<file path="src/rtl/seg_scan_display.sv">
// seg_scan_display
//   Time-multiplexed driver for a common-anode seven-segment display.
//   The digits are scanned one slot at a time. Each slot starts with GUARD
//   dark cycles to suppress ghosting. val and the three masks are captured
//   once per frame, so the display never tears in the middle of a frame.
//   Digits can be blanked, blinked, or given a decimal point.
//
//   Optional feature macro: SEG_LZ_SUPPRESS_EN
//     When defined, leading zero digits are dark, but their dp still follows
//     dp_mask. Digit 0 is never suppressed.
//     When undefined, no suppression logic is built and a zero decodes as C0.
//
// Parameters
//   DIGITS     number of multiplexed digits (2..8)
//   SCAN_DIV   fs cycles per digit slot (must exceed GUARD)
//   GUARD      dark cycles at the start of each slot (at least 1)
//   BLINK_DIV  complete frames per blink-phase toggle (at least 1)
//
// Ports
//   fs          in   clock, rising edge
//   rst         in   synchronous active-high reset
//   val         in   packed hex digit codes, digit i = val[4i+3:4i]
//   blink_mask  in   per-digit blink enable
//   blank_mask  in   per-digit forced dark
//   dp_mask     in   per-digit decimal point
//   led_dig     out  active-low digit enables (registered)
//   display     out  active-low segments {dp,g,f,e,d,c,b,a} (registered)
//   frame       out  one-cycle pulse after each frame start (registered)
module seg_scan_display #(
  parameter int DIGITS    = 6,
  parameter int SCAN_DIV  = 1000,
  parameter int GUARD     = 8,
  parameter int BLINK_DIV = 50
) (
  input  logic                  fs,
  input  logic                  rst,
  input  logic [4*DIGITS-1:0]   val,
  input  logic [DIGITS-1:0]     blink_mask,
  input  logic [DIGITS-1:0]     blank_mask,
  input  logic [DIGITS-1:0]     dp_mask,
  output logic [DIGITS-1:0]     led_dig,
  output logic [7:0]            display,
  output logic                  frame
);

  localparam int SW = $clog2(SCAN_DIV);
  localparam int IW = $clog2(DIGITS);
  localparam int FW = $clog2(BLINK_DIV + 1);

  localparam logic [SW-1:0] SLOT_LAST = SW'(SCAN_DIV - 1);
  localparam logic [SW-1:0] GUARD_END = SW'(GUARD);
  localparam logic [IW-1:0] IDX_LAST  = IW'(DIGITS - 1);
  localparam logic [FW-1:0] FRM_LAST  = FW'(BLINK_DIV - 1);

  // Hex to segments {g,f,e,d,c,b,a}, active low.
  function automatic logic [6:0] seg_decode(input logic [3:0] code);
    logic [6:0] seg;
    case (code)
      4'h0:    seg = 7'h40;
      4'h1:    seg = 7'h79;
      4'h2:    seg = 7'h24;
      4'h3:    seg = 7'h30;
      4'h4:    seg = 7'h19;
      4'h5:    seg = 7'h12;
      4'h6:    seg = 7'h02;
      4'h7:    seg = 7'h78;
      4'h8:    seg = 7'h00;
      4'h9:    seg = 7'h10;
      4'hA:    seg = 7'h08;
      4'hB:    seg = 7'h03;
      4'hC:    seg = 7'h46;
      4'hD:    seg = 7'h21;
      4'hE:    seg = 7'h06;
      4'hF:    seg = 7'h0E;
      default: seg = 7'h7F;
    endcase
    return seg;
  endfunction

  logic [SW-1:0]         slot_cnt;
  logic [IW-1:0]         idx;
  logic [FW-1:0]         frame_cnt;
  logic                  blink_phase;
  logic                  started;     // a frame is in progress, so the next frame start completes one
  logic [4*DIGITS-1:0]   snap_val;
  logic [DIGITS-1:0]     snap_blink;
  logic [DIGITS-1:0]     snap_blank;
  logic [DIGITS-1:0]     snap_dp;

  logic                  frame_start;
  logic                  slot_wrap;
  logic [3:0]            code;
  logic [DIGITS-1:0]     led_next;
  logic [7:0]            display_next;

  assign frame_start = (slot_cnt == {SW{1'b0}}) && (idx == {IW{1'b0}});
  assign slot_wrap   = (slot_cnt == SLOT_LAST);
  assign code        = snap_val[{idx, 2'b00} +: 4];

`ifdef SEG_LZ_SUPPRESS_EN
  logic [DIGITS-1:0]     lz_digit;
  logic                  upper_zero;

  // A digit is a leading zero when it and every digit above it are zero.
  always_comb begin
    lz_digit   = {DIGITS{1'b0}};
    upper_zero = 1'b1;
    for (int i = DIGITS - 1; i >= 1; i--) begin
      upper_zero  = upper_zero && (snap_val[4*i +: 4] == 4'h0);
      lz_digit[i] = upper_zero;
    end
  end
`endif

  // Next digit enables and segments, computed from the current counter state.
  always_comb begin
    led_next     = {DIGITS{1'b1}};
    display_next = 8'hFF;
    if (slot_cnt < GUARD_END) begin
      led_next     = {DIGITS{1'b1}};
      display_next = 8'hFF;
    end else begin
      for (int i = 0; i < DIGITS; i++) begin
        led_next[i] = (idx != IW'(i));
      end
      if (snap_blank[idx]) begin
        display_next = 8'hFF;
      end else if (blink_phase && snap_blink[idx]) begin
        display_next = 8'hFF;
`ifdef SEG_LZ_SUPPRESS_EN
      end else if (lz_digit[idx]) begin
        display_next = {~snap_dp[idx], 7'h7F};
`endif
      end else begin
        display_next = {~snap_dp[idx], seg_decode(code)};
      end
    end
  end

  // Scan counters, frame snapshot, blink phase and registered outputs.
  always_ff @(posedge fs) begin
    if (rst) begin
      slot_cnt    <= {SW{1'b0}};
      idx         <= {IW{1'b0}};
      frame_cnt   <= {FW{1'b0}};
      blink_phase <= 1'b0;
      started     <= 1'b0;
      snap_val    <= {(4*DIGITS){1'b0}};
      snap_blink  <= {DIGITS{1'b0}};
      snap_blank  <= {DIGITS{1'b0}};
      snap_dp     <= {DIGITS{1'b0}};
      led_dig     <= {DIGITS{1'b1}};
      display     <= 8'hFF;
      frame       <= 1'b0;
    end else begin
      if (slot_wrap) begin
        slot_cnt <= {SW{1'b0}};
        if (idx == IDX_LAST) begin
          idx <= {IW{1'b0}};
        end else begin
          idx <= idx + IW'(1);
        end
      end else begin
        slot_cnt <= slot_cnt + SW'(1);
      end

      if (frame_start) begin
        snap_val   <= val;
        snap_blink <= blink_mask;
        snap_blank <= blank_mask;
        snap_dp    <= dp_mask;
        started    <= 1'b1;
        // The first frame start after reset does not end a complete frame.
        if (started) begin
          if (frame_cnt == FRM_LAST) begin
            frame_cnt   <= {FW{1'b0}};
            blink_phase <= ~blink_phase;
          end else begin
            frame_cnt <= frame_cnt + FW'(1);
          end
        end
      end

      led_dig <= led_next;
      display <= display_next;
      frame   <= frame_start;
    end
  end

endmodule

</file>
<file path="config.mk">
export PLATFORM = sky130hd
export DESIGN_NAME = seg_scan_display
export DESIGN_NICKNAME = d
export VERILOG_FILES = /design/src/rtl/seg_scan_display.sv
export SDC_FILE = /design/constraint.sdc
export NUM_CORES = 1
export LEC_CHECK = 0
export CAP_MARGIN = 20
export CORE_ASPECT_RATIO = 1.1
export CORE_MARGIN = 10
export CORE_UTILIZATION = 53
export CTS_CLUSTER_DIAMETER = 60
export DETAILED_ROUTE_END_ITERATION = 8
export GPL_TIMING_DRIVEN = 0
export PLACE_DENSITY_LB_ADDON = 0.1
export SLEW_MARGIN = 20
export SYNTH_ARGS = -nofsm -noshare
export SYNTH_HDL_FRONTEND = slang
export SYNTH_SLANG_ARGS = --single-unit
export TNS_END_PERCENT = 100
</file>
<file path="constraint.sdc">
create_clock -name fs -period 2.5 [get_ports fs]
set_input_delay 0.375 -clock fs [delete_from_list [all_inputs] [get_ports fs]]
set_output_delay 0.375 -clock fs [all_outputs]
set_load 0.02 [all_outputs]
</file>
==> flow_metrics.env <==
export IMPL_outcome="finished, final reports clean"
export IMPL_post_cts_buffers=0
export IMPL_ctsHoldBuffers=0
export IMPL_numClockSinks=78
export IMPL_max_vdd_ir_drop_mv=0.474
export IMPL_cap_violations=0
export IMPL_max_freq_mhz=413
export IMPL_min_period_over_period_pct=96.9
export IMPL_wl_um=8110
export IMPL_grt_pass1_wl_um=13300
export IMPL_fillCellCount=538
export IMPL_finClkSkew_ns=0.00980
export IMPL_avgSynthCellArea_um2=8.43
export IMPL_ioPinCount=59
export IMPL_grt_setup_unrepaired="true"
export IMPL_hold_path_class="reg2reg"
export IMPL_worstPathCellList="buf_8, mux4_2, a21oi_4, inv_1, ha_2, a211oi_1, a21oi_1, o22ai_1, o211ai_1"
export IMPL_grtUsageTotal_pct=15.4
export IMPL_p_per_area_nw_per_um2=673
export IMPL_postSynthCellCount=408
export IMPL_cts_root_buf="clkbuf_8"
export IMPL_tightest_slew_ns=0.970
export IMPL_layout_min_cycle_time_ns=2.42
export IMPL_dp_hpwl_um=5920
export IMPL_grt_overflow=0
export IMPL_hold_viol=0
export IMPL_syn_area_um2=3440
export IMPL_clk_pin_slew_ns=0.08
export IMPL_core_area_um2=6230
export IMPL_slowest_delay_ns=0.58
export IMPL_finalSetupViolCount=0
export IMPL_whs_ns=0.455
export IMPL_clk_path_buf_depth=2
export IMPL_ys_flop_type="dfxtp_1"
export IMPL_synth_top_cell_by_area="dfxtp_1"
export IMPL_yosysWarnings=0
export IMPL_worst_path_buf_inv=2
export IMPL_ys_async_sr_fraction_pct=0
export IMPL_critical_path_max_fanout=10
export IMPL_grt_start_max_net_pins=14
export IMPL_antenna_left=0
export IMPL_synth_area_top_cells="dfxtp_1 (45%), nand2_1 (11%), a21oi_1 (8.0%)"
export IMPL_layout_drive_gt1_share_pct=9.56
export IMPL_power_leakage_nw=1.65
export IMPL_ys_types=42
export IMPL_start_util_pct=55.2
export IMPL_syn_to_final_growth_pct=28.0
export IMPL_use_met1_pct=18.1
export IMPL_synthTopCellsByCount="nand2_1 (103), dfxtp_1 (78), a21oi_1 (55), nor2_1 (30), clkbuf_1 (12)"
export IMPL_dieHeight_um=105
export IMPL_wl_per_cell_um=14.5
export IMPL_antenna_cells=0
export IMPL_relSlewSlack_pct=34.7
export IMPL_vias_per_cell=5.36
export IMPL_num_rows=30
export IMPL_cp_required_ns=2.72
export IMPL_clk_latency_ns=0.35
export IMPL_antenna_found_initial=0
export IMPL_post_route_drc_count=0
export IMPL_worst_setup_path_end_kind="register"
export IMPL_synth_edf_count=0
export IMPL_num_nets_final=531
export IMPL_die_area_um2=10100
export IMPL_critical_path_class="reg2reg"
export IMPL_syn_nets=463
export IMPL_synth_most_common_cell="nand2_1"
export IMPL_first_iter_violations=128
export IMPL_cts_tree="yes"
export IMPL_finish_utilization_pct=70.7
export IMPL_die_width_um=96.8
export IMPL_htreeDepth=3
export IMPL_grt_util_met3_pct=4.65
export IMPL_ys_ff_latch=78
export IMPL_grt_pass1_vias=2903
export IMPL_io_buffers=57
export IMPL_num_vias=3007
export IMPL_synth_seq_area_share_pct=45.4
export IMPL_crit_arrival_ns=2.65
export IMPL_synth_top_area_share_pct=45.4
export IMPL_grtUsageMet2_pct=24.7
export IMPL_critPathLaunchType="register"
export IMPL_cp_slowest_cell="mux4_2"
export IMPL_gp_congestion=0.886
export IMPL_drt_pass1_iter_count=4
export IMPL_globalRoute_busiestLayer="met2"
export IMPL_finalMaxSlewViolations=0
export IMPL_crit_family="compound AO/OA/AOI/OAI gates"
export IMPL_cts_inserted_buffers=9
logic make-up (layout without fill, tap and decap cells):
group                    count (synthesis)  count (layout)  synth area share, %
multiplexers                            16              16                 7.35
adder cells (fa/ha/maj)                 11              11                 4.00
AND/OR/NAND/NOR                        173             173                 21.5
buffers and inverters                   36             109                 4.51
XOR/XNOR                                15              15                 3.82
flip-flops                              78              78                 45.4
AO/OA/AOI/OAI                           79              79                 13.4
where the power goes:
| group | switching, mW | internal, mW | total (mW) | leakage, nW |
|---|---|---|---|---|
| registers | 0.0452 | 1.32 | 1.36 | 0.638 |
| clock network | 0.452 | 0.718 | 1.17 | 0.122 |
| logic | 0.238 | 0.192 | 0.430 | 0.894 |
| total | 0.735 | 2.23 | 2.96 | 1.65 |
final timing paths:
check        cells past startpoint    startpoint  slack [ns]           end
max                              9        idx[0]        0.08    display[6]
min                              2  snap_val[10]        0.46  snap_val[10]
max reg2reg                      9        idx[0]        0.08    display[6]
min reg2reg                      2  snap_val[10]        0.46  snap_val[10]
worst min-delay path, stage by stage (launching register included):
cell and delay (ns):
dfxtp_1 0.31, nand2_1 0.05, a21oi_1 0.05
cells in the final DEF, fill, tap and decap left out, types with 2 or more instances in the layout:
| cell type | netlist | final |
|---|---|---|
| nand2_1 | 103 | 103 |
| dfxtp_1 | 78 | 78 |
| clkdlybuf4s50_1 | 0 | 57 |
| a21oi_1 | 55 | 53 |
| nor2_1 | 30 | 30 |
| clkbuf_1 | 12 | 12 |
| clkbuf_8 | 0 | 11 |
| inv_1 | 10 | 10 |
| buf_2 | 10 | 10 |
| xnor2_1 | 10 | 10 |
| ha_1 | 11 | 10 |
| nand3_1 | 9 | 9 |
| mux4_2 | 7 | 7 |
| mux2i_1 | 5 | 5 |
| nand4_1 | 5 | 5 |
| o211ai_1 | 5 | 5 |
| xor2_1 | 5 | 5 |
| nor3_1 | 4 | 4 |
| mux2_2 | 4 | 4 |
| a211oi_1 | 4 | 4 |
| o21ai_0 | 4 | 4 |
| clkinvlp_4 | 0 | 3 |
| and2_1 | 3 | 3 |
| nor4_1 | 3 | 3 |
| or3_1 | 3 | 3 |
| and3_1 | 3 | 3 |
| bufinv_16 | 0 | 3 |
| a21oi_4 | 0 | 2 |
| nand2b_1 | 2 | 2 |
| nor2b_1 | 2 | 2 |
| o221ai_1 | 2 | 2 |
| nor3b_1 | 2 | 2 |
| nand3b_1 | 2 | 2 |
repair_timing:
action,in CTS,in global routing
pin swaps,0,2
endpoints found under the setup margin,3,3
resized for setup,3,6
flip-flops by register name, summed over array words and instances, names as in the netlist:
register / count
blink_phase: 1
snap_dp: 6
frame: 1
idx: 3
led_dig: 6
slot_cnt: 10
snap_blank: 6
snap_val: 24
display: 8
started: 1
frame_cnt: 6
snap_blink: 6
metal layers:
metal  vias to the layer above  wire length [um]
li1                       1519                 -
met1                      1380              3590
met2                        95              3810
met3                        13               549
met4                         0               163
met5                         -                 0
through the flow:
| stage | setup slack (ns) | std cells | TNS, ns | instance area (um2) | power (mW) |
|---|---|---|---|---|---|
| 4_1_cts | 0.0157 | 561 | 0 | 4380 | 2.97 |
| 5_1_grt | -0.0205 | 561 | -0.0205 | 4400 | 3.08 |
| 2_1_floorplan | 0.248 | 408 | 0 | 3440 | 1.65 |
| 6_report | 0.0764 | 561 | 0 | 4400 | 2.96 |
| 3_3_place_gp | -0.226 | 545 | -0.428 | 4110 | 1.80 |
| 3_5_place_dp | -0.240 | 545 | -0.464 | 4110 | 1.81 |
cell type report:
type / instances / area (um2) / area share (%)
well taps: 80 / 100 / 2.27
multi-input cells: 294 / 1750 / 39.7
clock buffers: 11 / 151 / 3.44
repair buffers: 57 / 571 / 13.0
inverters: 11 / 45.0 / 1.02
clock inverters: 5 / 105 / 2.39
plain buffers: 25 / 121 / 2.76
flip-flops and latches: 78 / 1560 / 35.5
Note: power is estimated with default switching activity, not from simulation.
